### config.mk
export PLATFORM = sky130hd
export DESIGN_NAME = ps2_rx
export DESIGN_NICKNAME = d
export VERILOG_FILES = /design/src/rtl/ps2_rx_pkg.sv /design/src/rtl/ps2_sync_filter.sv /design/src/rtl/ps2_rx.sv
export SDC_FILE = /design/constraint.sdc
export NUM_CORES = 1
export LEC_CHECK = 0
export CORE_MARGIN = 5
export CORE_UTILIZATION = 35
export CTS_CLUSTER_SIZE = 30
export DETAILED_ROUTE_END_ITERATION = 10
export HOLD_SLACK_MARGIN = 0.06
export PLACE_DENSITY = 0.51
export SLEW_MARGIN = 40
export SYNTH_ARGS = -nofsm -noshare
export SYNTH_HDL_FRONTEND = slang
export SYNTH_HIERARCHICAL = 1
export SYNTH_SLANG_ARGS = --single-unit
### constraint.sdc
create_clock -name clk -period 5.23 [get_ports clk]
set_clock_uncertainty 0.2 [all_clocks]
set_input_delay 0.523 -clock clk [delete_from_list [all_inputs] [get_ports clk]]
set_output_delay 0.523 -clock clk [all_outputs]
set_load 0.02 [all_outputs]
### src/rtl/ps2_rx_pkg.sv
`default_nettype none
// +----------------------------------------------------------------------+
// | Module   : ps2_rx_pkg                                                |
// | Purpose  : Shared PS/2 receiver types and frame constants.           |
// | Revision : 1.0 - initial release                                     |
// +----------------------------------------------------------------------+
package ps2_rx_pkg;

  typedef enum logic [1:0] {
    IDLE   = 2'd0,
    DATA   = 2'd1,
    PARITY = 2'd2,
    STOP   = 2'd3
  } PS2_RX_STATE;

  localparam int PS2_FRAME_BITS = 11;
  localparam int PS2_DATA_BITS  = 8;

  // Odd parity: data bits plus parity bit must hold an odd number of ones.
  function automatic logic ps2_odd_parity_ok(input logic [PS2_DATA_BITS-1:0] data,
                                             input logic                     par);
    return ^{data, par};
  endfunction

endpackage
`default_nettype wire

### src/rtl/ps2_sync_filter.sv
`default_nettype none
// +----------------------------------------------------------------------+
// | Module   : ps2_sync_filter                                           |
// | Purpose  : Multi-flop synchronizer followed by a saturating glitch   |
// |            filter. The output level only changes after FILTER_LEN    |
// |            consecutive synchronized samples disagree with it.        |
// |            FILTER_LEN = 1 gives a plain synchronizer (+1 register).  |
// | Revision : 1.0 - initial release                                     |
// +----------------------------------------------------------------------+
module ps2_sync_filter #(
  parameter int SYNC_STAGES = 2,
  parameter int FILTER_LEN  = 4
) (
  input  logic clk,
  input  logic rst,
  input  logic i_pin,
  output logic o_level
);

  logic [SYNC_STAGES-1:0] r_sync;
  logic                   r_level;
  logic                   w_sync;

  assign w_sync  = r_sync[SYNC_STAGES-1];
  assign o_level = r_level;

  // Synchronizer chain, idles high like the PS/2 bus.
  always_ff @(posedge clk) begin
    if (rst) r_sync <= '1;
    else     r_sync <= {r_sync[SYNC_STAGES-2:0], i_pin};
  end

  if (FILTER_LEN > 1) begin : g_filter
    localparam int                c_cnt_w   = $clog2(FILTER_LEN);
    localparam logic [c_cnt_w-1:0] c_cnt_max = c_cnt_w'(FILTER_LEN - 1);
    logic [c_cnt_w-1:0] r_cnt;

    // Count disagreeing samples; any agreeing sample restarts the count.
    always_ff @(posedge clk) begin
      if (rst) begin
        r_level <= 1'b1;
        r_cnt   <= '0;
      end else if (w_sync == r_level) begin
        r_cnt   <= '0;
      end else if (r_cnt == c_cnt_max) begin
        r_level <= w_sync;
        r_cnt   <= '0;
      end else begin
        r_cnt   <= r_cnt + 1'b1;
      end
    end
  end else begin : g_no_filter
    // No filtering: just register the synchronized level.
    always_ff @(posedge clk) begin
      if (rst) r_level <= 1'b1;
      else     r_level <= w_sync;
    end
  end

endmodule
`default_nettype wire

### src/rtl/ps2_rx.sv
`default_nettype none
// +----------------------------------------------------------------------+
// | Module   : ps2_rx                                                    |
// | Purpose  : PS/2 device-to-host receiver. Synchronizes and filters    |
// |            the pins, deframes 11-bit frames and strobes out each     |
// |            good scan-code byte.                                      |
// | Options  : define PS2_PARITY_CHECK_EN to reject odd-parity failures  |
// |            with a parity_err strobe (otherwise parity is ignored).   |
// | Revision : 1.0 - initial release                                     |
// +----------------------------------------------------------------------+
import ps2_rx_pkg::*;

module ps2_rx #(
  parameter int SYNC_STAGES    = 2,
  parameter int FILTER_LEN     = 4,
  parameter int TIMEOUT_CYCLES = 50000
) (
  input  logic                     clk,
  input  logic                     rst_b,
  input  logic                     ps2_clk,
  input  logic                     ps2_data,
  output logic [PS2_DATA_BITS-1:0] ps2_pkt_DH,
  output logic                     rec_ps2_pkt,
  output logic                     frame_err,
  output logic                     parity_err
);

  localparam int                 c_tmo_w    = $clog2(TIMEOUT_CYCLES + 1);
  localparam logic [c_tmo_w-1:0] c_tmo_last = c_tmo_w'(TIMEOUT_CYCLES - 1);
  localparam int                 c_bit_w    = $clog2(PS2_DATA_BITS);
  localparam logic [c_bit_w-1:0] c_bit_last = c_bit_w'(PS2_DATA_BITS - 1);

  PS2_RX_STATE              r_state, w_state_nxt;
  logic                     w_clk_lvl, w_data_lvl, r_clk_lvl_d;
  logic                     w_fall, w_expire, w_edge, w_par_ok;
  logic                     w_rec_nxt, w_ferr_nxt, w_perr_nxt;
  logic [c_bit_w-1:0]       r_bit_cnt;
  logic [PS2_DATA_BITS-1:0] r_shift;
  logic [c_tmo_w-1:0]       r_tmo;

  ps2_sync_filter #(.SYNC_STAGES(SYNC_STAGES), .FILTER_LEN(FILTER_LEN)) u_clk_filt (
    .clk(clk), .rst(rst_b), .i_pin(ps2_clk), .o_level(w_clk_lvl)
  );

  ps2_sync_filter #(.SYNC_STAGES(SYNC_STAGES), .FILTER_LEN(1)) u_data_sync (
    .clk(clk), .rst(rst_b), .i_pin(ps2_data), .o_level(w_data_lvl)
  );

  // Timeout beats a coincident falling edge; that edge is simply dropped.
  assign w_fall   = r_clk_lvl_d & ~w_clk_lvl;
  assign w_expire = (r_state != IDLE) && (r_tmo == c_tmo_last);
  assign w_edge   = w_fall & ~w_expire;

`ifdef PS2_PARITY_CHECK_EN
  logic r_parity;
  assign w_par_ok = ps2_odd_parity_ok(r_shift, r_parity);

  // Capture the parity bit for the check made on the stop bit.
  always_ff @(posedge clk) begin
    if (rst_b)                            r_parity <= 1'b0;
    else if (w_edge && r_state == PARITY) r_parity <= w_data_lvl;
  end
`else
  assign w_par_ok = 1'b1;
`endif

  // Delayed filtered clock level for falling-edge detection.
  always_ff @(posedge clk) begin
    if (rst_b) r_clk_lvl_d <= 1'b1;
    else       r_clk_lvl_d <= w_clk_lvl;
  end

  // FSM state register.
  always_ff @(posedge clk) begin
    if (rst_b) r_state <= IDLE;
    else       r_state <= w_state_nxt;
  end

  // Next state and strobe decode; at most one strobe is raised per cycle.
  always_comb begin
    w_state_nxt = r_state;
    w_rec_nxt   = 1'b0;
    w_ferr_nxt  = 1'b0;
    w_perr_nxt  = 1'b0;
    if (w_expire) begin
      w_state_nxt = IDLE;
      w_ferr_nxt  = 1'b1;
    end else if (w_fall) begin
      case (r_state)
        IDLE:   if (!w_data_lvl) w_state_nxt = DATA;
        DATA:   if (r_bit_cnt == c_bit_last) w_state_nxt = PARITY;
        PARITY: w_state_nxt = STOP;
        STOP: begin
          w_state_nxt = IDLE;
          if (!w_data_lvl)    w_ferr_nxt = 1'b1;
          else if (!w_par_ok) w_perr_nxt = 1'b1;
          else                w_rec_nxt  = 1'b1;
        end
        default: w_state_nxt = IDLE;
      endcase
    end
  end

  // Shift register, bit counter and inter-edge timeout counter.
  always_ff @(posedge clk) begin
    if (rst_b) begin
      r_bit_cnt <= '0;
      r_shift   <= '0;
      r_tmo     <= '0;
    end else begin
      if (w_edge && r_state == IDLE) begin
        r_bit_cnt <= '0;
      end else if (w_edge && r_state == DATA) begin
        r_shift   <= {w_data_lvl, r_shift[PS2_DATA_BITS-1:1]};
        r_bit_cnt <= r_bit_cnt + 1'b1;
      end
      if (r_state == IDLE || w_edge || w_expire) r_tmo <= '0;
      else if (r_tmo != c_tmo_last)              r_tmo <= r_tmo + 1'b1;
    end
  end

  // Registered outputs; the byte register only moves with its strobe.
  always_ff @(posedge clk) begin
    if (rst_b) begin
      ps2_pkt_DH  <= '0;
      rec_ps2_pkt <= 1'b0;
      frame_err   <= 1'b0;
      parity_err  <= 1'b0;
    end else begin
      rec_ps2_pkt <= w_rec_nxt;
      frame_err   <= w_ferr_nxt;
      parity_err  <= w_perr_nxt;
      if (w_rec_nxt) ps2_pkt_DH <= r_shift;
    end
  end

endmodule
`default_nettype wire

==> results of run 1 <==
## power by group
| group | internal (W) | switching (W) | total [W] |
|---|---|---|---|
| clock | 0.000142 | 0.000118 | 0.000260 |
| sequential | 0.000367 | 0.000000739 | 0.000368 |
| combinational | 0.00000504 | 0.00000534 | 0.0000104 |
## worst max-delay path: stages, from the launching register on
cell      delay, ns
dfxtp_1        0.41
nor4bb_1       0.53
nand4_1        0.34
nand2_1        0.47
nor2_1         0.10
## sequential cells by signal, summed over array words and instances, names as in the netlist
register	cells
frame_err	1
ps2_pkt_DH	8
r_bit_cnt	3
r_clk_lvl_d	1
r_shift	8
r_state	2
r_tmo	16
rec_ps2_pkt	1
u_clk_filt/g_filter.r_cnt	2
u_clk_filt/o_level	1
u_clk_filt/r_sync	2
u_data_sync/o_level	1
u_data_sync/r_sync	2
## final cells by class
cell class,instances,area (um2)
clock buffer,6,72.57
clock inverter,2,35.03
fill,579,3249
inverter,7,26.28
multi-input combinational,142,1015
sequential,48,960.9
tap,72,90.09
timing repair buffer,13,125.1
## synth_stat cells, types with 2 or more instances
library cell | n | area share, %
or2_1 | 3 | 0.93
clkbuf_1 | 3 | 0.56
nand3_1 | 8 | 2.0
nand2b_1 | 20 | 6.2
nor2_1 | 14 | 2.6
nor3_1 | 3 | 0.74
o21ai_0 | 4 | 0.99
or3_1 | 2 | 0.62
xnor2_1 | 10 | 4.3
inv_1 | 7 | 1.3
nor4_1 | 6 | 1.9
dfxtp_1 | 48 | 47
ha_1 | 8 | 4.9
or2_2 | 4 | 1.2
nor2b_1 | 2 | 0.62
nand4_2 | 2 | 1.2
nor4bb_1 | 2 | 0.99
xor2_1 | 2 | 0.86
nand2_1 | 9 | 1.7
a21oi_1 | 5 | 1.2
mux2i_1 | 20 | 9.9
nand4_1 | 5 | 1.5
## metal layers
layer	routed length [um]	GRT usage, %	share of wire, %	up-vias
li1	-	-	-	729
met2	1426	15.21	42	15
met1	1806	13.16	53	633
met3	135	3.074	3.9	7
met4	63	4.317	1.8	0
met5	0	0	0	-
## kinds of logic after synthesis
group | count (synthesis)
buffers and inverters | 12
adder cells (fa/ha/maj) | 8
XOR/XNOR | 12
other | 1
flip-flops | 48
AND/OR/NAND/NOR | 90
AO/OA/AOI/OAI | 11
multiplexers | 20
## stage by stage
stage	setup WS [ns]	utilization, %	cells
after floorplan	3.365	-	202
after global placement	2.451	39.87	282
after detailed placement	3.032	39.78	282
after CTS	3.030	41.71	290
after global routing	2.872	41.71	290
final	3.064	41.71	290
## final timing paths
kind,from,to,slack (ns),depth (start not counted)
worst max-delay path,r_tmo[8]$_SDFFE_PP0P_,r_tmo[14]$_SDFFE_PP0P_,3.06,4
worst max register to register,r_tmo[8]$_SDFFE_PP0P_,r_tmo[14]$_SDFFE_PP0P_,3.06,4
worst min register to register,u_data_sync/r_sync[1]$_SDFF_PP1_,u_data_sync/o_level$_SDFF_PP1_,0.21,1
worst min-delay path,u_data_sync/r_sync[1]$_SDFF_PP1_,u_data_sync/o_level$_SDFF_PP1_,0.21,1
==> qor.csv, run 1 <==
metric,value,unit
clk slew on worst S/H paths,0.08,ns
simple-gate area share of the yosys netlist,26.74,%
TNS Setup,0,ns
largest family of logic cells by synthesized area,simple AND/OR/NAND/NOR gates,
clk root buf,clkbuf_8,
wire length per cell,11.83,um
Yosys reg bits,48,
Pleak,0.8594,nW
Peak VDD IR,0.0001287,V
vias in the first global route,1325,
cell area after synthesis,2026,um2
Startpoint Class,register,
CORE AREA,5574,um2
antenna-violating nets left,0,
Critical Path End Type,register,
status,finished clean,
TritonCTS buffer count,5,
row cnt,27,
drc violations,0,
Worst Max-Slew Pin Slew,0.5637,ns
drt total wl,3431,um
first-pass GRT wire length,5920,um
setup bufs post-CTS,0,
RSZ-0062 raised after global routing,false,
chip height,86.08,um
cell count after synthesis,202,
asr flop ratio synth,0,%
DR iter-0 viols,65,
Layout area overhead,14.76,%
fin area,2325,um2
Min-Delay Path Class,register to register,
Crit Path Class,register to register,
overall power,0.0006381,W
sequential fraction of the synthesis area,47.44,%
Final period util,41.41,%
placed cell area,2217,um2
clk sink count,48,
"critical path fanouts, max",14,
post-cts repair resize count,0,
Synth Area in XOR/XNOR,5.188,%
via/cell ratio,4.772,
Post-CTS Hold Fix Bufs,0,
1st-pass router iterations,4,
Ys Warns,6,
power density over the cells,274.5,nW/um2
vias,1384,
Peak Freq,461.7,MHz
Slew Limit Fails,0,
Die X,86.08,um
Arrival @ worst endpoint,2.14,ns
clk buf depth,2,
GP Congestion,0.7500,
Worst Path Required,5.20,ns
H-tree depth,2,
average cell area after synthesis,10.03,um2
endpoints failing setup,0,
ant diodes,0,
final hold viol count,0,
adder-cell share of the synthesized area,4.941,%
"Clk Latency, worst-skew pair",0.29,ns
post-synthesis cell type count,37,
DP HPWL,2374,um
multiplexer share of the synthesized area,9.883,%
"commonest non-fill, non-tap cell in the layout",dfxtp_1,
pin count of the biggest net entering global routing,34,
Slew headroom,62.34,%
Overflow after GRT,0,
"EDFF count, synth",0,
Port Buffers,13,
Synth Area in Compound Gates,3.150,%
Syn Nets,214,
final net count,229,
Hold WS,0.2122,ns
# IOs,15,
share of cells above drive strength 1,9.633,%
most frequent cells in the layout,"dfxtp_1 (48), nand2b_1 (20), mux2i_1 (20)",
dominant synthesized flop cell,dfxtp_1,
max_cap viols,0,
Tmin final,2.166,ns
total track usage,10.05,%
TritonCTS clock tree,built,
Die ar.,7409,um2
antenna violations before repair,0,
starting density of the core,36.34,%
Note: power is estimated with default switching activity, not from simulation.
==> run 2: changes to the inputs <==
clock period = 2 ns   (was 5.23 ns; I/O delays follow)
==> qor.csv, run 2 (same netlist as run 1, synthesis figures left out) <==
metric,value,unit
ant diodes,0,
R2R setup slack,0.11,ns
Hold Crit Depth,1,
Peak Freq,528.5,MHz
Critical Path End Type,register,
Critical Path Max Stage Delay,0.51,ns
Final period util,94.61,%
via/cell ratio,4.645,
clock power share,38.3,%
vias in the first global route,1334,
final hold viol count,0,
row cnt,27,
DR iter-0 viols,38,
Post-CTS Hold Fix Bufs,0,
"commonest non-fill, non-tap cell in the layout",dfxtp_1,
Logic pwr share,1.9,%
final net count,243,
Die X,86.08,um
clk buf depth,2,
FF-to-FF End,r_tmo[13]$_SDFFE_PP0P_,
Startpoint Class,register,
Hold Path Sink,u_data_sync/o_level$_SDFF_PP1_,
Crit Path Class,register to register,
antenna-violating nets left,0,
chip height,86.08,um
drt total wl,3575,um
Seq pwr share,59.8,%
wire length per cell,11.76,um
Worst path slowest cell,or4_4,
Slew Limit Fails,0,
clk sink count,48,
drc violations,0,
Net Sw Frac,21.85,%
max reg flops,16,
Port Buffers,13,
share of cells above drive strength 1,16.38,%
Min-Delay Path Class,register to register,
worst reg2reg path startpoint,r_tmo[2]$_SDFFE_PP0P_,
first-pass GRT wire length,6251,um
Largest regs,"r_tmo (16), ps2_pkt_DH (8), r_shift (8)",
TritonCTS clock tree,built,
sw power,0.0003514,W
Pint,0.001257,W
FF-to-FF path depth,4,
endpoints failing setup,0,
TNS Setup,0,ns
DP HPWL,2542,um
CP Cell Sequence,nand4_2 -> or4_4 -> or3_1 -> a21oi_1,
Worst Path Required,2.03,ns
H-tree depth,2,
Overflow after GRT,0,
Peak VDD IR,0.0002908,V
area of the multi-input gates,1047,um2
Biggest register,r_tmo,
1st-pass router iterations,4,
RSZ-0062 raised after global routing,true,
antenna violations before repair,0,
Arrival @ worst endpoint,1.92,ns
status,finished clean,
Die ar.,7409,um2
most frequent cells in the layout,"dfxtp_1 (48), nand2b_1 (20), mux2i_1 (20)",
clk root buf,clkbuf_8,
Layout area overhead,21.31,%
pin count of the biggest net entering global routing,23,
"Clk Latency, worst-skew pair",0.30,ns
Placed Instances,296,
clk slew on worst S/H paths,0.09,ns
Finished Layout Cells,304,
TritonCTS buffer count,5,
vias,1412,
"critical path fanouts, max",7,
Register Area,960.9,um2
Final Util,44.09,%
power density over the cells,654.4,nW/um2
Pleak,0.9197,nW
total track usage,10.51,%
Filler Cells Inserted,551,
beginning of the worst hold path,u_data_sync/r_sync[1]$_SDFF_PP1_,
Tmin final,1.892,ns
GP Congestion,0.7515,
max_cap viols,0,
# IOs,15,
CORE AREA,5574,um2
starting density of the core,36.34,%
## run 2: changes by cell type in the layout (fill, tap and decap cells not counted), sizes merged
cell / change
clkdlybuf4s50: +1
bufinv: -1
clkinv: -1
buf: +13
clkinvlp: +2
## run 2: cell type report
type	count	area share (%)
timing repair buffer	27	9.572
multi-input combinational	142	42.62
tap	72	3.666
clock inverter	2	0.6110
inverter	7	1.069
sequential	48	39.10
clock buffer	6	3.360
## run 2: timing repair
action,in CTS,in global routing
setup endpoints to repair,8,32
pin swaps,0,2
gates resized for setup,2,3
buffers inserted,0,0
## run 2: routing by layer
layer | up-vias | track usage [%] | routed length, um
li1 | 755 | - | -
met1 | 633 | 15.36 | 1979
met2 | 17 | 14.37 | 1408
met3 | 7 | 2.882 | 130
met4 | 0 | 4.317 | 57
met5 | - | 0 | 0
## run 2: how the worst max path moves through the flow
stage,startpoint,to,slack [ns],cells after the start
2_1_floorplan,r_state[0]$_SDFFE_PP0P_,ps2_pkt_DH[0]$_SDFFE_PP0P_,0.13,6
3_3_place_gp,r_tmo[12]$_SDFFE_PP0P_,r_shift[3]$_SDFFE_PP0P_,-0.14,4
3_5_place_dp,r_tmo[12]$_SDFFE_PP0P_,r_shift[3]$_SDFFE_PP0P_,-0.15,4
4_1_cts,r_tmo[4]$_SDFFE_PP0P_,r_shift[3]$_SDFFE_PP0P_,0.006,4
5_1_grt,r_tmo[4]$_SDFFE_PP0P_,r_shift[6]$_SDFFE_PP0P_,-0.0006,4
6_report,r_tmo[2]$_SDFFE_PP0P_,r_tmo[13]$_SDFFE_PP0P_,0.11,4
## run 2: worst max-delay path: cells and delay by family, from the launching register on
| kind | cells | cell delay (ns) |
|---|---|---|
| AO/OA/AOI/OAI | 1 | 0.16 |
| flip-flops | 1 | 0.47 |
| AND/OR/NAND/NOR | 3 | 0.98 |
## run 2: power groups by stage
stage,Clock [W],Sequential (W),Combinational (W)
2_1_floorplan,0,0.000984,0.0000188
3_3_place_gp,0,0.000984,0.0000318
3_5_place_dp,0,0.000984,0.0000313
4_1_cts,0.000635,0.000962,0.0000316
5_1_grt,0.000669,0.000962,0.0000340
6_report,0.000616,0.000962,0.0000309
## run 2: metrics by stage
stage               setup slack [ns]  instance area, um2  hold slack, ns  total power [W]
floorplan                     0.1349                2026         0.07419         0.001002
global placement             -0.1402                2327          0.1845         0.001016
detailed placement           -0.1494                2327          0.1939         0.001015
CTS                         0.006432                2437          0.2163         0.001628
global route              -0.0006450                2457          0.2337         0.001666
finish                        0.1078                2457          0.2118         0.001608
==> run 3: changes to the inputs <==
CORE_MARGIN = default   (was 5)
==> qor.csv, run 3 (same netlist as run 1, synthesis figures left out) <==
metric,value,unit
status,finished clean,
final net count,241,
CORE AREA,5540,um2
Finished Layout Cells,302,
chip height,78.08,um
dpl ws,-0.03801,ns
via/cell ratio,4.864,
Pleak,0.9279,nW
setup bufs post-CTS,0,
DR iter-0 viols,42,
Startpoint Class,register,
clk sink count,48,
1st-pass router iterations,5,
RSZ-0062 raised after global routing,false,
Die X,78.08,um
"critical path fanouts, max",7,
TNS Setup,0,ns
clk slew on worst S/H paths,0.09,ns
TritonCTS clock tree,built,
TritonCTS buffer count,5,
starting density of the core,36.56,%
Critical Path End Type,register,
vias,1469,
vias in the first global route,1451,
antenna violations before repair,0,
"commonest non-fill, non-tap cell in the layout",dfxtp_1,
H-tree depth,2,
Die ar.,6096,um2
end of the critical path,r_tmo[13]$_SDFFE_PP0P_,
Final period util,96.14,%
Overflow after GRT,0,
drc violations,0,
worst reg2reg path startpoint,r_tmo[2]$_SDFFE_PP0P_,
FF-to-FF path depth,4,
power density over the cells,698.4,nW/um2
Crit Path Class,register to register,
wire length per cell,12.44,um
Min-Delay Path Class,register to register,
R2R setup slack,0.08,ns
Worst Path Required,2.03,ns
max reg flops,16,
max_cap viols,0,
pin count of the biggest net entering global routing,20,
Peak Freq,520.1,MHz
ant diodes,0,
placed cell area,2312,um2
drt total wl,3758,um
fin area,2465,um2
Final WS setup,0.07717,ns
Peak VDD IR,0.0002832,V
share of cells above drive strength 1,15.65,%
Largest regs,"r_tmo (16), ps2_pkt_DH (8), r_shift (8)",
row cnt,27,
# IOs,15,
CP startpoint,r_tmo[2]$_SDFFE_PP0P_,
GP Congestion,0.8355,
overall power,0.001722,W
clk buf depth,2,
"Clk Latency, worst-skew pair",0.30,ns
DP HPWL,2714,um
Placed Instances,294,
final hold viol count,0,
most frequent cells in the layout,"dfxtp_1 (48), nand2b_1 (20), mux2i_1 (20)",
Slew Limit Fails,0,
total track usage,13.87,%
first-pass GRT wire length,6727,um
FF-to-FF End,r_tmo[13]$_SDFFE_PP0P_,
antenna-violating nets left,0,
endpoints failing setup,0,
Biggest register,r_tmo,
clk root buf,clkbuf_8,
Tmin final,1.923,ns
Arrival @ worst endpoint,1.95,ns
Layout area overhead,21.68,%
Port Buffers,13,
## run 3: what timing repair did
item,4_1_cts,5_1_grt
resized for setup,3,2
endpoints found under the setup margin,15,10
pin swaps,0,1
cloned,0,0
hold buffers,0,0
endpoints found under the hold margin,0,0
## run 3: layout make-up
| cell class | instances | area [um2] |
|---|---|---|
| Clock buffer | 6 | 82.58 |
| Clock inverter | 2 | 38.79 |
| Fill cell | 563 | 3075 |
| Inverter | 7 | 26.28 |
| Multi-Input combinational cell | 142 | 1046 |
| Sequential cell | 48 | 960.9 |
| Tap cell | 72 | 90.09 |
| Timing Repair Buffer | 25 | 220.2 |
## run 3: worst min path at each step
stage,startpoint,end,slack (ns),cells after the start
6_report,u_data_sync/r_sync[1]$_SDFF_PP1_,u_data_sync/o_level$_SDFF_PP1_,0.21,1
5_1_grt,u_clk_filt/r_sync[0]$_SDFF_PP1_,u_clk_filt/r_sync[1]$_SDFF_PP1_,0.23,1
4_1_cts,u_data_sync/r_sync[1]$_SDFF_PP1_,u_data_sync/o_level$_SDFF_PP1_,0.21,1
3_5_place_dp,u_data_sync/r_sync[1]$_SDFF_PP1_,u_data_sync/o_level$_SDFF_PP1_,0.19,1
3_3_place_gp,u_data_sync/r_sync[1]$_SDFF_PP1_,u_data_sync/o_level$_SDFF_PP1_,0.19,1
2_1_floorplan,rst_b,u_clk_filt/g_filter.r_cnt[1]$_SDFF_PP0_,0.07,1
## run 3: where the power goes
group | switching, W | internal [W]
sequential | 0.00000203 | 0.000960
combinational | 0.0000149 | 0.0000167
clock | 0.000320 | 0.000409
## run 3: worst max-delay path, stage by stage, from the launching register on
cell     delay, ns
dfxtp_1       0.47
nand4_2       0.20
or4_4         0.54
or3_1         0.31
a21oi_1       0.14
## run 3: routing by layer
layer	track usage [%]	share of wire (%)	routed length, um	up-vias
met5	0	0	0	-
met4	5.556	1.5	55	0
met3	2.791	2.9	108	6
met2	23.25	47	1756	23
met1	17.40	49	1838	687
li1	-	-	-	753
## run 3: through the flow
step	hold WS, ns	util (%)
after floorplan	0.07419	-
after global placement	0.1916	41.73
after detailed placement	0.1899	41.73
after CTS	0.2121	44.29
after global routing	0.2335	44.49
final	0.2077	44.49
